==> src/rtl/pyc_fifo_pkg.sv <==
// Shared FIFO sizing helpers: ceiling log2, occupancy-counter width and pointer width.
package pyc_fifo_pkg;

  function automatic int pyc_clog2(input int n);
    int r;
    r = 0;
    for (int i = 0; i < 32; i++)
      if ((1 << r) < n) r++;
    return r;
  endfunction

  // count must represent 0..depth inclusive
  function automatic int pyc_cnt_w(input int depth);
    return pyc_clog2(depth + 1);
  endfunction

  function automatic int pyc_ptr_w(input int entries);
    return (entries <= 1) ? 1 : pyc_clog2(entries);
  endfunction

endpackage

==> src/rtl/pyc_fifo_mem.sv <==
// Storage array behind the output register: one write port, asynchronous read.
module pyc_fifo_mem #(
  parameter int WIDTH   = 8,
  parameter int ENTRIES = 3,
  parameter int AW      = 2
) (
  input  logic             clk,
  input  logic             we,
  input  logic [AW-1:0]    waddr,
  input  logic [WIDTH-1:0] wdata,
  input  logic [AW-1:0]    raddr,
  output logic [WIDTH-1:0] rdata
);

  logic [WIDTH-1:0] mem [ENTRIES];

  always_ff @(posedge clk)
    if (we) mem[waddr] <= wdata;

  assign rdata = mem[raddr];

endmodule

==> src/rtl/pyc_sync_fifo.sv <==
// Synchronous FIFO with registered output stage; all outputs come straight from flops.
// Define PYC_SYNC_FIFO_WATERMARK_EN to add the max_count high-water-mark output.
module pyc_sync_fifo import pyc_fifo_pkg::*; #(
  parameter int WIDTH      = 8,
  parameter int DEPTH      = 4,
  parameter int AFULL_LVL  = DEPTH - 1,
  parameter int AEMPTY_LVL = 1
) (
  input  logic                       clk,
  input  logic                       rst,
  input  logic                       in_valid,
  output logic                       in_ready,
  input  logic [WIDTH-1:0]           in_data,
  output logic                       out_valid,
  input  logic                       out_ready,
  output logic [WIDTH-1:0]           out_data,
  input  logic                       flush,
  output logic [pyc_cnt_w(DEPTH)-1:0] count,
  output logic                       almost_full,
  output logic                       almost_empty
`ifdef PYC_SYNC_FIFO_WATERMARK_EN
  ,
  output logic [pyc_cnt_w(DEPTH)-1:0] max_count
`endif
);

  localparam int CW = pyc_cnt_w(DEPTH);
  localparam int SE = DEPTH - 1;
  localparam int PW = pyc_ptr_w(SE);
  localparam logic [CW-1:0] FULL_C = CW'(DEPTH);
  localparam logic [CW-1:0] AF_C   = CW'(AFULL_LVL);
  localparam logic [CW-1:0] AE_C   = CW'(AEMPTY_LVL);
  localparam logic [PW-1:0] LAST_P = PW'(SE - 1);

`ifndef SYNTHESIS
  initial begin
    if (DEPTH < 2 || AFULL_LVL > DEPTH || AEMPTY_LVL >= DEPTH) begin
      $error("pyc_sync_fifo: bad parameters DEPTH=%0d AFULL_LVL=%0d AEMPTY_LVL=%0d",
             DEPTH, AFULL_LVL, AEMPTY_LVL);
      $finish;
    end
  end
`endif

  // explicit compare so non-power-of-two storage wraps correctly
  function automatic logic [PW-1:0] ptr_inc(input logic [PW-1:0] p);
    return (p == LAST_P) ? '0 : p + 1'b1;
  endfunction

  logic [PW-1:0]    wr_ptr, rd_ptr, wr_ptr_nxt, rd_ptr_nxt;
  logic [CW-1:0]    cnt_nxt;
  logic             ov_nxt;
  logic [WIDTH-1:0] od_nxt, sto_rdata;
  logic             push, pop, sto_empty, out_load, bypass, sto_wr, sto_rd;

  assign push      = in_valid & in_ready;
  assign pop       = out_valid & out_ready;
  // storage occupancy is count minus the output register
  assign sto_empty = (count == CW'(out_valid));
  assign out_load  = ~out_valid | pop;
  assign sto_rd    = out_load & ~sto_empty;
  assign bypass    = out_load & sto_empty & push;
  assign sto_wr    = push & ~bypass & ~flush;

  always_comb begin
    wr_ptr_nxt = sto_wr ? ptr_inc(wr_ptr) : wr_ptr;
    rd_ptr_nxt = sto_rd ? ptr_inc(rd_ptr) : rd_ptr;
    ov_nxt     = out_valid;
    od_nxt     = out_data;
    if (out_load) begin
      if (!sto_empty) begin
        ov_nxt = 1'b1;
        od_nxt = sto_rdata;
      end else if (push) begin
        ov_nxt = 1'b1;
        od_nxt = in_data;
      end else begin
        ov_nxt = 1'b0;
        od_nxt = '0;
      end
    end
    cnt_nxt = count;
    if (push && !pop)      cnt_nxt = count + 1'b1;
    else if (pop && !push) cnt_nxt = count - 1'b1;
    if (flush) begin
      wr_ptr_nxt = '0;
      rd_ptr_nxt = '0;
      ov_nxt     = 1'b0;
      od_nxt     = '0;
      cnt_nxt    = '0;
    end
  end

  always_ff @(posedge clk) begin
    if (rst) begin
      wr_ptr       <= '0;
      rd_ptr       <= '0;
      count        <= '0;
      out_valid    <= 1'b0;
      out_data     <= '0;
      in_ready     <= 1'b1;
      almost_full  <= (AFULL_LVL == 0);
      almost_empty <= 1'b1;
    end else begin
      wr_ptr       <= wr_ptr_nxt;
      rd_ptr       <= rd_ptr_nxt;
      count        <= cnt_nxt;
      out_valid    <= ov_nxt;
      out_data     <= od_nxt;
      in_ready     <= (cnt_nxt != FULL_C);
      almost_full  <= (cnt_nxt >= AF_C);
      almost_empty <= (cnt_nxt <= AE_C);
    end
  end

`ifdef PYC_SYNC_FIFO_WATERMARK_EN
  always_ff @(posedge clk) begin
    if (rst || flush)          max_count <= '0;
    else if (cnt_nxt > max_count) max_count <= cnt_nxt;
  end
`endif

  pyc_fifo_mem #(
    .WIDTH   (WIDTH),
    .ENTRIES (SE),
    .AW      (PW)
  ) u_mem (
    .clk   (clk),
    .we    (sto_wr),
    .waddr (wr_ptr),
    .wdata (in_data),
    .raddr (rd_ptr),
    .rdata (sto_rdata)
  );

endmodule

==> config.mk <==
export PLATFORM = sky130hd
export DESIGN_NAME = pyc_sync_fifo
export DESIGN_NICKNAME = d
export VERILOG_FILES = /design/src/rtl/pyc_fifo_pkg.sv /design/src/rtl/pyc_fifo_mem.sv /design/src/rtl/pyc_sync_fifo.sv
export SDC_FILE = /design/constraint.sdc
export NUM_CORES = 1
export LEC_CHECK = 0
export CAP_MARGIN = 20
export CORE_ASPECT_RATIO = 1.4
export CORE_MARGIN = 4
export CORE_UTILIZATION = 45
export CTS_CLUSTER_SIZE = 40
export DETAILED_ROUTE_END_ITERATION = 6
export PLACE_DENSITY = 0.69
export SKIP_CTS_REPAIR_TIMING = 1
export SLEW_MARGIN = 40
export SYNTH_ARGS = -nofsm -noshare
export SYNTH_HDL_FRONTEND = slang
export SYNTH_HIERARCHICAL = 1
export SYNTH_SLANG_ARGS = --single-unit
==> constraint.sdc <==
create_clock -name clk -period 4.3 [get_ports clk]
set_clock_uncertainty 0.05 [all_clocks]
set_input_delay 0.645 -clock clk [delete_from_list [all_inputs] [get_ports clk]]
set_output_delay 0.645 -clock clk [all_outputs]
set_load 0.02 [all_outputs]
After elaboration in Yosys (flattened, before gate mapping)
Memories as Yosys holds them, arrays and structs flattened. A register that Yosys moved wholly into a read port is not among the register bits.
Index checks and enable logic that the tools add are counted.
{ "word_totals": {"n_memories": 1, "ramBits": 24, "ff_bits": 19, "inputBits": 13, "wordCells": 49, "out_inout_bits": 15} }
{ "mem_list": {"columns": ["memory", "depth", "width", "rd", "rd_clocked_by_memory_dff", "wr", "line", "text"], "rows": [
  ["u_mem.mem", 3, 8, 1, 1, 1, "pyc_fifo_mem.sv:15", "logic [WIDTH-1:0] mem [ENTRIES];"]
]} }
{ "op_classes": {"mux": 13, "bitwise_logic": 12, "n_lt_le_gt_ge": 2, "eq_ne": 4, "reduce_logical": 5, "add_sub_neg": 4} }
{ "ops": {"columns": ["operator", "n"], "rows": [
  ["two-way mux 8 bit", 2],
  ["two-way mux 3 bit", 3],
  ["two-way mux 2 bit", 4],
  ["bitwise AND 1 bit", 7],
  ["adder 2 x 1 -> 2 bit, second input constant", 2],
  ["== test 2 bit, second input constant", 2],
  ["two-way mux 1 bit", 4],
  ["inverter 1 bit", 4],
  ["adder 3 x 1 -> 3 bit, second input constant", 1],
  ["== test 3 x 1 -> 1 bit", 1],
  ["greater-or-equal comparator 3 x 2 -> 1 bit, second input constant", 1],
  ["less-or-equal comparator 3 x 1 -> 1 bit, second input constant", 1],
  ["!= test 3 bit, second input constant", 1],
  ["subtractor 3 x 1 -> 3 bit, second input constant", 1],
  ["logical AND 1 bit", 2],
  ["logical NOT 1 bit", 2],
  ["OR reduction 2 bit", 1],
  ["OR 1 bit", 1]
]} }

Depth between registers and ports, before layout
Gate-level depths: netlist (run 1).
{ "depth": {"depth_word": 9, "depth_mapped": 7, "depth_no_buf": 6} }

By module
The synthesis (run 1) kept the hierarchy.
{ "by_module_without_submodules": {"columns": ["mod", "area_each_um2", "cells_per_inst", "instances"], "rows": [
  ["pyc_fifo_mem", 918.4, 53, 1],
  ["pyc_sync_fifo", 885.8, 90, 1]
]} }

Worst setup path before layout (run 1)
No wires, ideal clock.
{ "synth_path": {"path_type": "in2reg", "startpoint": "in out_ready", "endpoint": "mem u_mem.mem[0][0] (enable)", "arrival_time_ps": 1844, "n_path_buf": 0, "setup_time_ps": 385, "t_required_ps": 3865, "path_stages": 4, "setup_slack_ps": 2021, "path_cell_list": "nand3_2 > o21ai_2 > a211oi_2 > nor3b_1"} }
{ "synth_via": {"elab_chain_len": 9} }
{ "synth_rtl": {"columns": ["item", "line", "text"], "rows": [
  ["start, declared", "pyc_sync_fifo.sv:15", "input logic out_ready,"],
  ["bitwise AND 1 bit", "pyc_sync_fifo.sv:57", "assign pop = out_valid & out_ready;"],
  ["OR 1 bit", "pyc_sync_fifo.sv:60", "assign out_load = ~out_valid | pop;"],
  ["bitwise AND 1 bit (2 in a row)", "pyc_sync_fifo.sv:62", "assign bypass = out_load & sto_empty & push;"],
  ["inverter 1 bit", "pyc_sync_fifo.sv:63", "assign sto_wr = push & ~bypass & ~flush;"],
  ["bitwise AND 1 bit (2 in a row)", "pyc_sync_fifo.sv:63", null],
  ["named net sto_wr", "pyc_sync_fifo.sv:54", "logic push, pop, sto_empty, out_load, bypass, sto_wr, sto_rd;"],
  ["two-way mux 1 bit", "pyc_fifo_mem.sv:18", "if (we) mem[waddr] <= wdata;"],
  ["two-way mux 1 bit (not written as such)", "pyc_fifo_mem.sv:18", null],
  ["end, declared", "pyc_fifo_mem.sv:15", null]
]} }
The timed path passes the listed nets, and every way through them passes these cells.

Worst setup path after layout (run 1)
{ "layout_path": {"startpoint": "in out_ready", "endpoint": "mem u_mem.mem[2][6] (enable)"} }
The elaborated chain is that of the path after synthesis.

==> key figures, run 1 <==
Yosys
  – YS warnings: 6
  – Post-synth EDFFs: 24
  – Fraction of the yosys area taken by sequential cells: 61.0%
  – Top FF cell, synth: edfxtp_1
  – Post-synth cell types: 38
  – Cell Area, Synth: 1800 sq um
  – Syn Area/Cell: 12.6 sq um
  – Async S/R FF share, synth: 0%
  – Net Count, Synth: 158
  – #FFs+latches synth: 43
  – Cells after Synth: 143

Detailed routing
  – DR WL/cell: 16.6 um
  – WL met1: 1.40 mm
  – Routed WL: 3.56 mm
  – DR top layer: met4
  – Iteration-0 DRC Markers: 74
  – DRC violations left: 0
  – Post-DRT Antenna Nets: 0
  – Met3 wire len: 206 um
  – Overall via count from detail_route: 1,210
  – Number of iterations in the first detailed-routing pass: 5
  – Met2 wire len: 1.88 mm
  – DR vias/cell: 5.63

Place
  – Gpl congestion: 0.851
  – Port Buf Inserts: 27
  – Placed cell areas: 2090 sq um
  – DP Wirelength: 2.49 mm

Clock tree
  – CTS Buf Count: 5
  – TritonCTS clock tree: built
  – Root Driver: clkbuf_8
  – Worst-Skew Late Latency: 290 ps
  – CTS Buffer Depth: 2
  – H-tree levels: 2
  – Worst-path clk slew: 80 ps
  – Clock sinks: 43

GRT
  – Vias in the first global route: 1,241
  – GRT Util Overall: 15.6%
  – First-pass GRT wire length: 5.85 mm
  – Overflow after GRT: 0
  – Antenna violations before repair: 0
  – Pin count of the biggest net entering global routing: 20

Floorplan
  – Die ar.: 5100 sq um
  – Initial Utilization: 46.0%
  – I/O Pins: 28
  – Height of the die: 82.9 um
  – Rows: 27
  – Core area: 3920 sq um
  – Die width: 61.5 um

Run
  – Max cap viols: 0

Final layout
  – Synthesis-to-finish area growth: 20.3%
  – Final net count: 186
  – # diodes: 0
  – Filler instances: 340
  – Final Instance Area: 2170 sq um
  – Share of cells above drive strength 1: 12.2%

Run status
  – Outcome: finished clean

STA
  – Final Cycle Share: 54.5%
  – Count of final max-slew check failures: 0
  – Fmax: 0.427 GHz
  – Worst slew pin tran: 690 ps
  – Final period demand of the worst path: 2340 ps
  – RSZ-0062 raised after global routing: no
  – Setup_tns: 0 ps
  – Final Setup Violations: 0
  – Final hold viol count: 0
  – Max-slew headroom: 54.0%

Pwr
  – Tot Pwr: 798 uW
  – Peak VDD IR: 235 uV
  – Lkg Pwr: 0.000717 uW
  – Power per cell area: 368 nW/um^2

Worst setup path
  – WP buf/inv: 1
  – CP Capture Type: flop
  – Critical Path RT: 4200 ps
  – Crit path max fanout: 8
  – Critical Path AT: 2240 ps
  – Cell family with most CP delay: simple AND/OR/NAND/NOR gates
  – Critical path launch point type: input pin
  – Crit-path max cell delay: 520 ps
  – CP max-delay cell: clkdlybuf4s50_1
  – CP Class: input pin to flop
  – Worst path cell trace: clkdlybuf4s50_1 -> nand3_2 -> o21ai_2 -> a211oi_2 -> and3b_1

Min path
  – HP Class: flop to flop
-- cells by family after synthesis --
logic type	count (synthesis)	share of synthesized area (%)
AO/OA/AOI/OAI	31	13.3
XOR/XNOR	2	0.971
adder cells (fa/ha/maj)	2	1.39
buffers and inverters	9	3.19
multiplexers	12	6.73
flip-flops	43	61.0
AND/OR/NAND/NOR	44	13.4
-- per-layer routing --
layer | up-vias | track usage (%)
met2 | 40 | 26.4
met4 | 0 | 6.76
met1 | 566 | 17.7
met5 | - | 0
met3 | 7 | 3.73
li1 | 597 | -
-- final timing paths --
| kind | depth (start not counted) | slack, ps | endpoint | startpoint |
|---|---|---|---|---|
| worst max-delay path | 5 | 1960 | u_mem/mem[2][6] | out_ready |
| worst min register to register | 2 | 480 | out_data[1] | out_data[1] |
| worst min-delay path | 2 | 480 | out_data[1] | out_data[1] |
| worst max register to register | 3 | 2350 | u_mem/mem[2][6] | out_valid |
-- report_power, final --
group          total (uW)  leakage (uW)  internal, uW  switching, uW
combinational         101      0.000305          48.3           52.8
sequential            456      0.000371           444           12.3
clock                 241     0.0000412           113            128
-- layout by cell type, fill, tap and decap left out, types with 2 or more instances in the layout --
cell             netlist  routed
clkdlybuf4s50_1        0      27
edfxtp_1              24      24
dfxtp_1               19      19
nor2_1                17      17
mux2i_1               11      11
o21ai_1                9       9
nand2_1                9       9
a222oi_1               8       8
clkbuf_8               0       5
a21oi_1                4       4
nand3_2                2       2
nand2_2                2       2
a21oi_2                2       2
nand3_1                2       2
xnor2_1                2       2
nand4_1                2       2
a21o_1                 2       2
ha_1                   2       2
and3b_1                2       2
-- cells in the mapped netlist, types with 2 or more instances --
cell	instances	area, sq um
a21o_1	2	15.0
a21oi_1	4	20.0
a21oi_2	2	17.5
a222oi_1	8	80.1
and3b_1	2	17.5
buf_1	2	7.51
buf_6	3	33.8
dfxtp_1	19	380
edfxtp_1	24	721
ha_1	2	25.0
mux2i_1	11	110
nand2_1	9	33.8
nand2_2	2	12.5
nand3_1	2	10.0
nand3_2	2	20.0
nand4_1	2	12.5
nor2_1	17	63.8
o21ai_1	9	45.0
xnor2_1	2	17.5
-- cell type report --
class | count | area [sq um] | area share, %
clock buffers | 6 | 72.6 | 3.34
well taps | 43 | 53.8 | 2.48
inverters | 2 | 7.51 | 0.346
flip-flops and latches | 43 | 1100 | 50.7
clock inverters | 2 | 12.5 | 0.576
repair buffers | 28 | 278 | 12.8
multi-input cells | 91 | 646 | 29.7
-- registers in the layout, indices dropped and copies added, names as in the netlist --
name	cells
almost_empty	1
almost_full	1
count	3
in_ready	1
out_data	8
out_valid	1
rd_ptr	2
u_mem/mem	24
wr_ptr	2
-- metrics by stage --
stage | util, % | std cells | worst slack (ps) | hold WS (ps)
after floorplan | - | 143 | 2020 | 438
after global placement | 53.2 | 207 | 1720 | 448
after detailed placement | 53.2 | 207 | 1650 | 465
after CTS | 55.4 | 215 | 1960 | 482
after global routing | 55.4 | 215 | 1830 | 523
final | 55.4 | 215 | 1960 | 477
-- tightest hold or removal path, delay by kind of cell (launching register included) --
family	cells	cell delay, ps
AO/OA/AOI/OAI	1	90
flip-flops	1	330
AND/OR/NAND/NOR	1	80
No activity file was read; power rests on OpenSTA's default activity.
==> inputs of run 2 (changes only) <==
PLACE_DENSITY = 0.71   (was 0.69)
clock period = 2 ns   (was 4.3 ns; I/O delays follow)
==> run 2 against run 1 <==
Net effect: core utilization increased by 2.7 points; global-route usage is 0.64 points higher; register-to-register slack lost 2100 ps; cell count grew 4.2%; routed wire length rose by 5.2%; die area unchanged; via count up 6.9%.
==> key figures, run 2 (synthesized netlist as in run 1, its figures left out) <==
Detailed routing
  – Iteration-0 DRC Markers: 73 (-1.4%)
  – Overall via count from detail_route: 1,293 (+6.9%)
  – Post-DRT Antenna Nets: 0 (unchanged)
  – Number of iterations in the first detailed-routing pass: 5 (unchanged)
  – DR WL/cell: 16.7 um (+0.94%)
  – Routed WL: 3.74 mm (+5.2%)
  – DR vias/cell: 5.77 (+2.6%)
  – DRC violations left: 0 (unchanged)

Clock tree
  – CTS Buffer Depth: 2 (unchanged)
  – Worst-path clk slew: 80 ps (about the same)
  – CTS Buf Count: 5 (unchanged)
  – Root Driver: clkbuf_8
  – Worst-Skew Late Latency: 290 ps (about the same)
  – Clock sinks: 43 (unchanged)
  – H-tree levels: 2 (unchanged)
  – TritonCTS clock tree: built

Worst setup path
  – CP Class: flop to primary output
  – CP Capture Type: primary output
  – Worst path cell trace: clkdlybuf4s50_1
  – Crit path max fanout: 9 (+1)
  – Critical path launch point type: flop
  – Critical Path AT: 1550 ps (-690 ps)
  – WP buf/inv: 1 (unchanged)
  – Crit-path max cell delay: 690 ps (+170 ps)
  – Cell family with most CP delay: buffers and inverters
  – Critical Path RT: 1650 ps (-2550 ps)
  – CP max-delay cell: clkdlybuf4s50_1

Floorplan
  – Core area: 3920 sq um (unchanged)
  – Height of the die: 82.9 um (unchanged)
  – Die ar.: 5100 sq um (unchanged)
  – I/O Pins: 28 (unchanged)
  – Die width: 61.5 um (unchanged)
  – Initial Utilization: 46.0% (unchanged)
  – Rows: 27 (unchanged)

Final layout
  – Fin util: 58.1% (+2.7 points)
  – Most frequent cells in the layout: clkdlybuf4s50_1 (27), edfxtp_1 (24), dfxtp_1 (19), nor2_1 (17), mux2i_1 (11)
  – Sequential cell area: 1100 sq um (unchanged)
  – Filler instances: 330 (-2.9%)
  – Final net count: 195 (+4.8%)
  – Multi-input logic area: 651 sq um (+0.78%)
  – Synthesis-to-finish area growth: 26.2%
  – Final Instance Area: 2280 sq um (+4.9%)
  – Commonest non-fill, non-tap cell in the layout: clkdlybuf4s50_1
  – Largest regs: u_mem/mem (24), out_data (8), count (3)
  – Max FFs per register: 24 (unchanged)
  – Non-Filler Instances: 224 (+4.2%)
  – # diodes: 0 (unchanged)
  – Share of cells above drive strength 1: 16.6% (+4.4 points)
  – Largest register by flop count: u_mem/mem

Run
  – Max cap viols: 0 (unchanged)

Place
  – Port Buf Inserts: 27 (unchanged)
  – Placed cell areas: 2170 sq um (+4.1%)
  – DP Wirelength: 2.68 mm (+7.8%)
  – Gpl congestion: 0.852 (+0.13%)
  – Placed Instances: 216 (+4.3%)
  – Setup Slack @ Placement: 11.4 ps (-1640 ps)

Pwr
  – Lkg Pwr: 0.000781 uW (+8.8%)
  – Peak VDD IR: 542 uV (+130%)
  – Power per cell area: 820 nW/um^2 (+120%)

STA
  – Setup_tns: 0 ps (unchanged)
  – Max-slew headroom: 56.7% (+2.8 points)
  – Fmax: 0.527 GHz
  – Slack of the critical path: 103 ps (-1850 ps)
  – Final Setup Violations: 0 (unchanged)
  – Final hold viol count: 0 (unchanged)
  – Count of final max-slew check failures: 0 (unchanged)
  – RSZ-0062 raised after global routing: no
  – Final Cycle Share: 94.8%
  – Worst slew pin tran: 648 ps (-42.2 ps)
  – Final period demand of the worst path: 1900 ps

GRT
  – Overflow after GRT: 0 (unchanged)
  – First-pass GRT wire length: 6.20 mm (+6.0%)
  – Vias in the first global route: 1,359 (+9.5%)
  – Pin count of the biggest net entering global routing: 20 (unchanged)
  – Antenna violations before repair: 0 (unchanged)
  – GRT Util Overall: 16.2% (+0.64 points)

Run status
  – Outcome: finished clean

Min path
  – HP Class: flop to flop
-- run 2: cell types whose count changed in the layout (fill, tap and decap cells not counted), sizes merged --
cell / previous run / this run
bufinv: 0 / 1
clkinv: 1 / 0
clkinvlp: 1 / 0
buf: 1 / 10
clkbuf: 6 / 7
-- run 2: cell type report --
class / count / area share, %
clock buffer: 7 / 3.35
clock inverter: 1 / 1.32
inverter: 2 / 0.330
multi-input combinational: 91 / 28.6
sequential: 43 / 48.4
tap: 43 / 2.36
timing repair buffer: 37 / 15.7
-- run 2: stage by stage --
step	hold slack [ps]	power, uW
2_1_floorplan	348	1130
3_3_place_gp	453	1220
3_5_place_dp	474	1230
4_1_cts	492	1870
5_1_grt	525	1930
6_report	494	1870
-- run 2: worst min-delay path, stage by stage (launching register included) --
cell and delay (ps):
dfxtp_1 330, a222oi_1 90, nor2_1 80
-- run 2: final timing paths --
path,start,slack [ps],cells past startpoint,to
worst max-delay path,count[1],100,1,count[1]
worst min-delay path,out_data[7],490,2,out_data[7]
worst max register to register,count[1],220,5,in_ready
worst min register to register,out_data[7],490,2,out_data[7]
-- run 2: report_power, final --
group	leakage, uW	internal, uW	switching [uW]	total [uW]
clock network	0.0000524	374	283	656
logic	0.000357	116	114	230
registers	0.000371	954	26.3	981
total	0.000781	1440	423	1870
-- run 2: routing by layer --
layer  vias up  track usage (%)  routed length [um]
met5         -                0                   0
met4         0             6.76                  83
met3         7             4.67                 216
met2        37             27.4                1950
met1       638             18.2                1500
li1        611                -                   -
==> edit (settings of run 1) <==
`out_data` no longer has a reset.
--- a/src/rtl/pyc_sync_fifo.sv
+++ b/src/rtl/pyc_sync_fifo.sv
@@ -97,7 +97,6 @@
       rd_ptr       <= '0;
       count        <= '0;
       out_valid    <= 1'b0;
-      out_data     <= '0;
       in_ready     <= 1'b1;
       almost_full  <= (AFULL_LVL == 0);
       almost_empty <= 1'b1;
@@ -106,11 +105,14 @@
       rd_ptr       <= rd_ptr_nxt;
       count        <= cnt_nxt;
       out_valid    <= ov_nxt;
-      out_data     <= od_nxt;
       in_ready     <= (cnt_nxt != FULL_C);
       almost_full  <= (cnt_nxt >= AF_C);
       almost_empty <= (cnt_nxt <= AE_C);
     end
+  end
+
+  always_ff @(posedge clk) begin
+    out_data <= od_nxt;
   end
 
 `ifdef PYC_SYNC_FIFO_WATERMARK_EN
Formal check against the unedited RTL: differs if rst is asserted again (counterexample within 4 cycles, from zero or initial values and one cycle with rst high); with rst held inactive, the same outputs for 10 cycles.
==> edit against run 1 <==
  * Total power is 0.69% higher
  * Via count is 4.5% higher
  * Critical path depth is 1 higher
  * Worst setup slack worse by 80 ps
  * Routed wire length is 3.0% higher
  * Design area is 2.0% lower
  * Non-clock buffer count stayed put
  * Largest cell class unchanged
  * Area after synthesis is 2.5% lower
  * Global-route usage is 1.2 points higher
  * Die area is 2.2% lower
  * Sequential cell count stayed put
==> edit: results (changes against run 1) <==
Total Routing Usage GR=16.8% (was 15.6%); Synth Flop Type=edfxtp_1 (unchanged); WHS=455 ps (was 477 ps); DRT met1 WL=1.46 mm (was 1.40 mm); Root Driver=clkbuf_8 (unchanged); metal2 WL=1.97 mm (was 1.88 mm); Synth cell types=33 (was 38); number of fill cells=337 (was 340); DP Worst Slack=1540 ps (was 1650 ps); DRT iter0 DRCs=76 (was 74); Hold Startpoint=out_data[3]$_SDFFE_PP0N_ (was out_data[1]$_SDFFE_PP0N_); metal3 WL=161 microns (was 206 microns); Seq/Total Area, Yosys=62.6% (was 61.0%); Synth Area in Compound Gates=12.2% (was 13.3%); multiplexer share of the synthesized area=6.33% (was 6.73%); Post-Synth XOR/XNOR Area=0.996% (was 0.971%); Vias/cell=5.88 (was 5.63); Routability Congestion=0.846 (was 0.851); Post-DP Area=2050 sq um (was 2090 sq um); Static Leak=0.701 nW (was 0.717 nW); most frequent cells after synthesis=edfxtp_1, dfxtp_1, nor2_1 (unchanged); hold path endpoint=out_data[3]$_SDFFE_PP0N_ (was out_data[1]$_SDFFE_PP0N_); first-pass GRT wire length=5.96 mm (was 5.85 mm); DP HPWL=2.56 mm (was 2.49 mm); relative slew slack=48.9% (was 54.0%); worst r2r dst=u_mem/mem[1][4]$_DFFE_PP_ (was u_mem/mem[2][6]$_DFFE_PP_); Clk Latency, worst-skew pair=290 ps (about the same); fraction of layout cells with a size suffix above 1=8.09% (was 12.2%); Reg2Reg Launch Point=count[0]$_SDFF_PP0_ (was out_valid$_SDFFE_PP0N_); # nets final=187 (was 186); WL/cell=17.1 microns (was 16.6 microns); status=finished clean (unchanged); reg2reg setup slack=2290 ps (was 2350 ps); initial antenna violation count=0 (unchanged); syn nets=159 (was 158); Ys Warns=6 (unchanged); min-delay worst type=reg2reg (unchanged); worst reg-to-reg path cell count=4 (was 3); Synth area leaders=edfxtp_1, dfxtp_1, mux2i_1, a222oi_1, nor2_1 (unchanged); Synth Area in Adders=1.42% (was 1.39%)
==> edit: cell count changes in the layout (fill, tap and decap cells not counted), moves of 2 or more <==
| cell | run 1 | this run |
|---|---|---|
| a21oi_2 | 2 | 0 |
| o21ai_0 | 0 | 2 |
| nand3_2 | 2 | 0 |
| a21oi_1 | 4 | 7 |
| nand3_1 | 2 | 4 |
==> edit: critical path, delay by kind of cell <==
family                 cells  cell delay (ps)
AND/OR/NAND/NOR            3              770
buffers and inverters      1              490
AO/OA/AOI/OAI              2              420
==> edit: layout make-up <==
type / count / share of cell area [%]
Clock buffer: 7 / 3.59
Inverter: 2 / 0.353
Clock inverter: 1 / 0.235
Sequential cell: 43 / 51.8
Timing Repair Buffer: 28 / 13.1
Tap cell: 42 / 2.47
Multi-Input combinational cell: 92 / 28.5
==> edit: metrics by stage <==
step | power (W) | utilization, % | instances
2_1_floorplan | 0.000530 | - | 144
3_5_place_dp | 0.000575 | 55.2 | 207
5_1_grt | 0.000838 | 57.4 | 215
3_3_place_gp | 0.000571 | 55.0 | 207
6_report | 0.000804 | 57.4 | 215
4_1_cts | 0.000813 | 57.4 | 215
==> edit: worst max-delay path by stage <==
| stage | end | slack (ps) | depth (start not counted) |
|---|---|---|---|
| after floorplan | u_mem/mem[0][0]$_DFFE_PP_ | 1900 | 5 |
| after detailed placement | u_mem/mem[1][1]$_DFFE_PP_ | 1540 | 6 |
| after CTS | u_mem/mem[1][4]$_DFFE_PP_ | 1850 | 6 |
| final | u_mem/mem[1][4]$_DFFE_PP_ | 1880 | 6 |
| after global routing | u_mem/mem[1][4]$_DFFE_PP_ | 1750 | 6 |
| after global placement | u_mem/mem[1][1]$_DFFE_PP_ | 1620 | 6 |
==> edit: metal layers <==
metal  up-vias  track usage, %
met5         -               0
met4         0            7.16
met3         6            4.40
met2        35            28.6
met1       629            19.4
li1        594               -
==> edit: cells by family after synthesis <==
family | Yosys count
compound gates | 31
xor+xnor | 2
fa+ha+maj | 2
buf+inv | 9
flops | 43
mux | 11
simple gates | 46
==> edit: power by group through the flow <==
stage / combinational [W] / clock (W) / sequential (W)
floorplan: 0.0000550 / 0 / 0.000475
global placement: 0.000104 / 0 / 0.000467
detailed placement: 0.000107 / 0 / 0.000468
CTS: 0.000108 / 0.000247 / 0.000459
global route: 0.000117 / 0.000262 / 0.000460
finish: 0.000107 / 0.000238 / 0.000459
